<file path="config.mk">
export PLATFORM = sky130hd
export DESIGN_NAME = apb_initiator_flat
export DESIGN_NICKNAME = d
export VERILOG_FILES = /design/src/rtl/apb_initiator_pkg.sv /design/src/rtl/apb_initiator_if.sv /design/src/rtl/apb_initiator_wait_timer.sv /design/src/rtl/apb_initiator.sv /design/src/flat_wrapper.sv
export SDC_FILE = /design/constraint.sdc
export NUM_CORES = 1
export LEC_CHECK = 0
export ABC_AREA = 1
export BUFFER_PORTS_ARGS = -buffer_cell sky130_fd_sc_hd__buf_2
export CAP_MARGIN = 10
export CELL_PAD_IN_SITES_DETAIL_PLACEMENT = 0
export CELL_PAD_IN_SITES_GLOBAL_PLACEMENT = 1
export CORE_MARGIN = 2
export CORE_UTILIZATION = 34
export CTS_BUF_LIST = sky130_fd_sc_hd__clkbuf_4
export CTS_CLUSTER_DIAMETER = 60
export DETAILED_ROUTE_END_ITERATION = 7
export HOLD_SLACK_MARGIN = 0.1
export PLACE_DENSITY = 0.93
export REMOVE_ABC_BUFFERS = 1
export SLEW_MARGIN = 20
export SYNTH_ARGS = -nofsm -noshare
export SYNTH_HDL_FRONTEND = slang
export SYNTH_SLANG_ARGS = --single-unit
</file>
<file path="constraint.sdc">
create_clock -name pclk -period 1.9 [get_ports pclk]
set_input_delay 0.285 -clock pclk [delete_from_list [all_inputs] [get_ports pclk]]
set_output_delay 0.285 -clock pclk [all_outputs]
set_load 0.01 [all_outputs]
</file>
<file path="src/rtl/apb_initiator_pkg.sv">
// Shared APB definitions: bus width defaults, initiator state encoding and
// the register map used by the peripherals behind this initiator.
package sl_apb_pkg;

  localparam int ADDR_W_DEF = 16;
  localparam int DATA_W_DEF = 32;

  typedef enum logic [1:0] {
    ST_IDLE   = 2'd0,
    ST_SETUP  = 2'd1,
    ST_ACCESS = 2'd2,
    ST_RESP   = 2'd3
  } apb_state_t;

  localparam logic [15:0] CONFIG_ADDR  = 16'h0001;
  localparam logic [15:0] DATA_ADDR    = 16'h0002;
  localparam logic [15:0] STATUS_ADDR  = 16'h0003;
  localparam logic [15:0] CHANNEL_ADDR = 16'h0004;

endpackage

</file>
<file path="src/rtl/apb_initiator_if.sv">
// APB bus bundle between the initiator (master) and a completer (slave).
interface apb_initiator_if
  import sl_apb_pkg::*;
#(
  parameter int ADDR_W = ADDR_W_DEF,
  parameter int DATA_W = DATA_W_DEF
);

  logic [ADDR_W-1:0] paddr;
  logic              psel;
  logic              penable;
  logic              pwrite;
  logic [DATA_W-1:0] pwdata;
  logic              pready;
  logic [DATA_W-1:0] prdata;
  logic              pslverr;

  modport master (
    output paddr, psel, penable, pwrite, pwdata,
    input  pready, prdata, pslverr
  );

  modport slave (
    input  paddr, psel, penable, pwrite, pwdata,
    output pready, prdata, pslverr
  );

endinterface

</file>
<file path="src/rtl/apb_initiator_wait_timer.sv">
// Saturating wait-state counter with a terminal compare against LIMIT.
// expire is asserted in the wait cycle whose increment brings the count to LIMIT.
module apb_wait_timer #(
  parameter int LIMIT = 16
) (
  input  logic pclk,
  input  logic preset_n,
  input  logic clear,
  input  logic inc,
  output logic expire
);

  localparam logic [7:0] LIMIT_M1 = 8'(LIMIT - 1);

  logic [7:0] count;

  // Clear on transfer start, count wait cycles, hold at all-ones instead of wrapping.
  always_ff @(posedge pclk or negedge preset_n) begin
    if (!preset_n) begin
      count <= 8'd0;
    end else if (clear) begin
      count <= 8'd0;
    end else if (inc && (count != 8'hFF)) begin
      count <= count + 8'd1;
    end
  end

  assign expire = inc && (count == LIMIT_M1);

endmodule

</file>
<file path="src/rtl/apb_initiator.sv">
// APB initiator: turns a valid/ready command into one APB transfer and holds
// the result on a valid/ready response port.
// Optional wait-state timeout abort: define APB_INITIATOR_TIMEOUT_EN.
//
// state     | meaning
// ST_IDLE   | waiting for a command, cmd_ready high
// ST_SETUP  | APB setup phase, psel=1 penable=0
// ST_ACCESS | APB access phase, waiting for pready (or timeout)
// ST_RESP   | response held until rsp_ready
module apb_initiator
  import sl_apb_pkg::*;
#(
  parameter int ADDR_W         = ADDR_W_DEF,
  parameter int DATA_W         = DATA_W_DEF,
  parameter int TIMEOUT_CYCLES = 16
) (
  input  logic              pclk,
  input  logic              preset_n,
  input  logic              cmd_valid,
  output logic              cmd_ready,
  input  logic              cmd_write,
  input  logic [ADDR_W-1:0] cmd_addr,
  input  logic [DATA_W-1:0] cmd_wdata,
  output logic              rsp_valid,
  input  logic              rsp_ready,
  output logic [DATA_W-1:0] rsp_rdata,
  output logic              rsp_err,
  output logic              rsp_timeout,
  apb_initiator_if.master   apb
);

  if (TIMEOUT_CYCLES < 1 || TIMEOUT_CYCLES > 255) begin : g_bad_timeout
    $error("apb_initiator: TIMEOUT_CYCLES must be within 1..255");
  end

  apb_state_t state;
  logic       accept;

  assign accept = (state == ST_IDLE) && cmd_valid && cmd_ready;

`ifdef APB_INITIATOR_TIMEOUT_EN
  logic tmo_expire;

  apb_wait_timer #(
    .LIMIT (TIMEOUT_CYCLES)
  ) u_wait_timer (
    .pclk     (pclk),
    .preset_n (preset_n),
    .clear    (accept),
    .inc      ((state == ST_ACCESS) && !apb.pready),
    .expire   (tmo_expire)
  );
`else
  assign rsp_timeout = 1'b0;
`endif

  // Transfer sequencing; every port output is a register updated here.
  always_ff @(posedge pclk or negedge preset_n) begin
    if (!preset_n) begin
      state       <= ST_IDLE;
      cmd_ready   <= 1'b0;
      rsp_valid   <= 1'b0;
      rsp_rdata   <= '0;
      rsp_err     <= 1'b0;
`ifdef APB_INITIATOR_TIMEOUT_EN
      rsp_timeout <= 1'b0;
`endif
      apb.paddr   <= '0;
      apb.psel    <= 1'b0;
      apb.penable <= 1'b0;
      apb.pwrite  <= 1'b0;
      apb.pwdata  <= '0;
    end else begin
      case (state)
        ST_IDLE: begin
          if (accept) begin
            // The APB address/data registers double as the command latch.
            apb.paddr  <= cmd_addr;
            apb.pwrite <= cmd_write;
            apb.pwdata <= cmd_wdata;
            apb.psel   <= 1'b1;
            cmd_ready  <= 1'b0;
            state      <= ST_SETUP;
          end else begin
            cmd_ready <= 1'b1;
          end
        end
        ST_SETUP: begin
          apb.penable <= 1'b1;
          state       <= ST_ACCESS;
        end
        ST_ACCESS: begin
          if (apb.pready) begin
            rsp_rdata   <= apb.pwrite ? '0 : apb.prdata;
            rsp_err     <= apb.pslverr;
`ifdef APB_INITIATOR_TIMEOUT_EN
            rsp_timeout <= 1'b0;
`endif
            rsp_valid   <= 1'b1;
            apb.psel    <= 1'b0;
            apb.penable <= 1'b0;
            state       <= ST_RESP;
          end
`ifdef APB_INITIATOR_TIMEOUT_EN
          else if (tmo_expire) begin
            rsp_rdata   <= '0;
            rsp_err     <= 1'b1;
            rsp_timeout <= 1'b1;
            rsp_valid   <= 1'b1;
            apb.psel    <= 1'b0;
            apb.penable <= 1'b0;
            state       <= ST_RESP;
          end
`endif
        end
        ST_RESP: begin
          if (rsp_ready) begin
            rsp_valid <= 1'b0;
            cmd_ready <= 1'b1;
            state     <= ST_IDLE;
          end
        end
        default: state <= ST_IDLE;
      endcase
    end
  end

endmodule

</file>
<file path="src/flat_wrapper.sv">
// flat-port wrapper written by rule: the top's interface ports become plain ports
module apb_initiator_flat import sl_apb_pkg::*;
#(
  parameter int ADDR_W         = ADDR_W_DEF,
  parameter int DATA_W         = DATA_W_DEF,
  parameter int TIMEOUT_CYCLES = 16
)
  (pclk, preset_n, cmd_valid, cmd_ready, cmd_write, cmd_addr, cmd_wdata, rsp_valid, rsp_ready, rsp_rdata, rsp_err, rsp_timeout, apb_paddr, apb_psel, apb_penable, apb_pwrite, apb_pwdata, apb_pready, apb_prdata, apb_pslverr);
  apb_initiator_if #(.ADDR_W(ADDR_W), .DATA_W(DATA_W)) apb_i ();
  input  logic pclk;
  input  logic preset_n;
  input  logic cmd_valid;
  output logic cmd_ready;
  input  logic cmd_write;
  input  logic [ADDR_W-1:0] cmd_addr;
  input  logic [DATA_W-1:0] cmd_wdata;
  output logic rsp_valid;
  input  logic rsp_ready;
  output logic [DATA_W-1:0] rsp_rdata;
  output logic rsp_err;
  output logic rsp_timeout;
  output wire logic [$bits(apb_i.paddr)-1:0] apb_paddr;
  output wire logic [$bits(apb_i.psel)-1:0] apb_psel;
  output wire logic [$bits(apb_i.penable)-1:0] apb_penable;
  output wire logic [$bits(apb_i.pwrite)-1:0] apb_pwrite;
  output wire logic [$bits(apb_i.pwdata)-1:0] apb_pwdata;
  input wire logic [$bits(apb_i.pready)-1:0] apb_pready;
  input wire logic [$bits(apb_i.prdata)-1:0] apb_prdata;
  input wire logic [$bits(apb_i.pslverr)-1:0] apb_pslverr;
  assign apb_paddr = apb_i.paddr;
  assign apb_psel = apb_i.psel;
  assign apb_penable = apb_i.penable;
  assign apb_pwrite = apb_i.pwrite;
  assign apb_pwdata = apb_i.pwdata;
  assign apb_i.pready = apb_pready;
  assign apb_i.prdata = apb_prdata;
  assign apb_i.pslverr = apb_pslverr;
  apb_initiator #(.ADDR_W(ADDR_W), .DATA_W(DATA_W), .TIMEOUT_CYCLES(TIMEOUT_CYCLES)) u_core (.pclk(pclk), .preset_n(preset_n), .cmd_valid(cmd_valid), .cmd_ready(cmd_ready), .cmd_write(cmd_write), .cmd_addr(cmd_addr), .cmd_wdata(cmd_wdata), .rsp_valid(rsp_valid), .rsp_ready(rsp_ready), .rsp_rdata(rsp_rdata), .rsp_err(rsp_err), .rsp_timeout(rsp_timeout), .apb(apb_i));
endmodule
</file>
==> impl_metrics.py <==
metrics = {
    "setup_path": {
        "required_ns": 2.23,
        "cp.arrival_ns": 1.96,
        "endpoint_type_of_the_worst_setup_path": "register",
        "path_max_fanout": 59,
        "crit_path_start_kind": "register",
        "kind_of_critical_path": "reg2reg",
    },
    "synthesis": {
        "combinational_family_with_the_most_area_after_synthesis": "simple AND/OR/NAND/NOR gates",
        "synth.area.top_cells": "dfrtp_1, nand2_1, o21ai_0, inv_1, o21ai_1",
        "synth.top_cell.area_share": 0.618,
        "synth.top_cells.by_count": "nand2_1, dfrtp_1, o21ai_0, inv_1, o21ai_1",
        "share_of_the_synthesized_area_in_compound_gates_ao_oa_aoi_oai": 0.121,
        "synth_edf_count": 0,
        "ys_ff_latch": 88,
        "synth-warning-count": 0,
        "synthMuxAreaShare": 0,
        "synth_ff_type": "dfrtp_1",
        "ys_async_sr_fraction": 1.00,
        "netlist.top_cell.by_area": "dfrtp_1",
        "syn_inst": 398,
        "yosys.area_share.xor_xnor": 0,
        "yosysUniqueCellTypes": 16,
        "adder_cell_fraction_of_synth_area": 0.0140,
        "synth-simple-area-share": 0.152,
        "syn_area_mm2": 0.00356,
        "synth_most_common_cell": "nand2_1",
        "seq_area_frac_synth": 0.618,
        "syn_area_per_cell_um2": 8.96,
    },
    "timing": {
        "maximum_achievable_frequency_mhz": 617,
        "final_max_slew_viol_count": 0,
        "hold_viol_final": 0,
        "setup_repair_after_global_routing_missed_its_margin": "no",
        "setup_slack_ns": 0.278,
        "post_layout_min_period_ns": 1.62,
        "post-route-period-util": 0.854,
        "worst_clk_skew_ns": 0.00890,
        "finalSetupViolCount": 0,
    },
    "cells_and_area": {
        "syn2layout_area_growth_pct": 53.9,
        "finish.utilization": 0.536,
        "drive_gt1_frac": 0.297,
        "fin_area_mm2": 0.00549,
        "antenna_cells_inserted": 0,
        "fin_nets": 736,
    },
    "global_routing": {
        "grt_max_degree": 89,
        "globalRouteTotalUtil": 0.175,
        "first_pass_grt_wire_length_um": 15800,
        "grt_overflow": 0,
        "grt_antenna_before_repair": 0,
        "via_count_of_the_first_global_routing_pass": 3432,
    },
    "placement": {
        "detailedPlace.worstSlack_ns": 0.333,
        "detailedPlacementHpwl_um": 5820,
        "placement.io_buffers": 172,
        "detailed_place.area_mm2": 0.00456,
        "gpl.final_weighted_congestion": 0.764,
    },
    "floorplan": {
        "die-area_mm2": 0.0113,
        "pin_count": 174,
        "die_h_um": 106,
        "placementRows": 37,
        "die_w_um": 106,
        "core_ar_mm2": 0.0102,
        "start_util": 0.348,
    },
    "route": {
        "highest-signal-layer": "met4",
        "firstDrtPassIters": 6,
        "postRouteAntennaNets": 0,
        "postRouteWirelength_um": 9730,
        "detail_route.vias_per_cell": 4.35,
        "dr_wl_met2_um": 4830,
        "routed-wl-met3_um": 647,
        "post_drt_wl_per_cell_um": 12.4,
        "drc": 0,
        "route.vias.total": 3417,
        "detail_route.wirelength.met1_um": 4080,
        "initialDrtViolationCount": 286,
    },
    "clock_tree": {
        "worst_skew_pair.late_latency_ns": 0.42,
        "clockRootBuffer": "clkbuf_4",
        "cts_made_buffers": 9,
        "post_cts_hold_buffer_count": 80,
        "numClockSinks": 88,
        "ctsLongestPathBuffers": 2,
        "cts.htree.levels": 3,
        "postCtsSetupBuffers": 0,
        "path_clk_slew_ns": 0.13,
        "tritoncts": "built",
        "gates_resized_cts_repair": 0,
    },
    "job": {
        "max-cap-violations": 0,
    },
    "power_and_ir_drop": {
        "power_density_mw_per_mm2": 1350,
        "vdd.ir_drop.worst_mv": 0.727,
        "net-switching-power_w": 0.00292,
        "power_switching_share": 0.395,
        "internal_power_w": 0.00448,
        "seq_power_share": 0.440,
        "total_leakage_power_nw": 3.07,
        "power_frac_comb": 0.423,
        "clkPwrFrac": 0.137,
    },
    "run_status": {
        "outcome": "finished, final reports clean",
    },
    "hold_path": {
        "hold_path_class": "in2reg",
    },
}
==> cells by family (layout without fill, tap and decap cells) <==
kind of cell | Yosys count | in the layout
AOI/OAI and AO/OA | 86 | 86
adders and majority gates | 4 | 4
buffers and inverters | 79 | 331
DFF | 88 | 88
other | 1 | 1
and+or+nand+nor | 140 | 140
==> routing by layer <==
layer	up-vias	track usage
met4	0	0.0714
met1	1559	0.205
met5	-	0
met2	132	0.310
met3	14	0.0362
li1	1712	-
==> cells in the final DEF, fill, tap and decap left out <==
cell | Yosys | final
nand2_2 | 0 | 1
clkbuf_4 | 0 | 11
o21ai_0 | 68 | 68
conb_1 | 1 | 1
buf_4 | 1 | 3
clkinv_1 | 0 | 2
dlygate4sd3_1 | 0 | 80
o21ai_1 | 13 | 13
or2_1 | 1 | 1
a21oi_1 | 5 | 5
nand2_1 | 129 | 128
nand3_4 | 1 | 1
clkinv_2 | 0 | 2
buf_12 | 0 | 3
ha_1 | 4 | 4
nor2_1 | 9 | 9
inv_1 | 58 | 58
bufinv_16 | 0 | 1
dfrtp_1 | 88 | 88
buf_2 | 8 | 171
==> power groups by stage <==
stage | Combinational, W | Clock (W) | Sequential, W
3_3_place_gp | 0.00290 | 0 | 0.00324
2_1_floorplan | 0.00117 | 0 | 0.00365
6_report | 0.00313 | 0.00102 | 0.00326
4_1_cts | 0.00313 | 0.00107 | 0.00323
5_1_grt | 0.00356 | 0.00115 | 0.00337
3_5_place_dp | 0.00301 | 0 | 0.00326
==> state kept, by name (all words and copies together) (netlist names) <==
name,cells
u_core.apb.penable,1
u_core.apb.psel,1
u_core.rsp_rdata,32
u_core.rsp_err,1
u_core.apb.pwdata,32
u_core.state,2
u_core.cmd_ready,1
u_core.apb.pwrite,1
u_core.rsp_valid,1
u_core.apb.paddr,16
==> cell type report <==
cell class | count | area, µm²
Clock buffer | 11 | 82.6
Tap cell | 136 | 170
Timing Repair Buffer | 257 | 1740
Sequential cell | 88 | 2200
Clock inverter | 5 | 47.5
Inverter | 58 | 218
Multi-Input combinational cell | 231 | 1030
Fill cell | 916 | 4740
==> metrics by stage <==
stage	power (W)	std cells	hold WS [ns]	setup TNS (ns)
3_3_place_gp	0.00614	690	0.358	0
6_report	0.00740	786	0.143	0
2_1_floorplan	0.00482	377	-0.0106	-2.08
4_1_cts	0.00744	786	0.103	0
5_1_grt	0.00807	786	0.122	0
3_5_place_dp	0.00627	690	0.363	0
==> worst max-delay path: stages, from the launching register on <==
cell and delay (ns):
dfrtp_1 0.44, inv_1 0.10, ha_1 0.24, nand3_4 0.26, buf_12 0.27, o21ai_0 0.20
==> path summary, 6_finish.rpt <==
path,depth (start not counted),to,startpoint,slack [ns]
worst max-delay path,5,u_core.apb.paddr[6]$_DFFE_PN0P_,u_core.state[0]$_DFFE_PN0P_,0.28
max in group asynchronous,3,u_core.apb.pwdata[21]$_DFFE_PN0P_,preset_n,1.12
min in group asynchronous,3,u_core.apb.paddr[0]$_DFFE_PN0P_,preset_n,0.44
worst min register to register,2,u_core.apb.pwdata[11]$_DFFE_PN0P_,u_core.apb.pwdata[11]$_DFFE_PN0P_,0.49
worst min-delay path,3,u_core.rsp_rdata[20]$_DFFE_PN0P_,apb_prdata[20],0.14
worst max register to register,5,u_core.apb.paddr[6]$_DFFE_PN0P_,u_core.state[0]$_DFFE_PN0P_,0.28
Note: power is estimated with default switching activity, not from simulation.
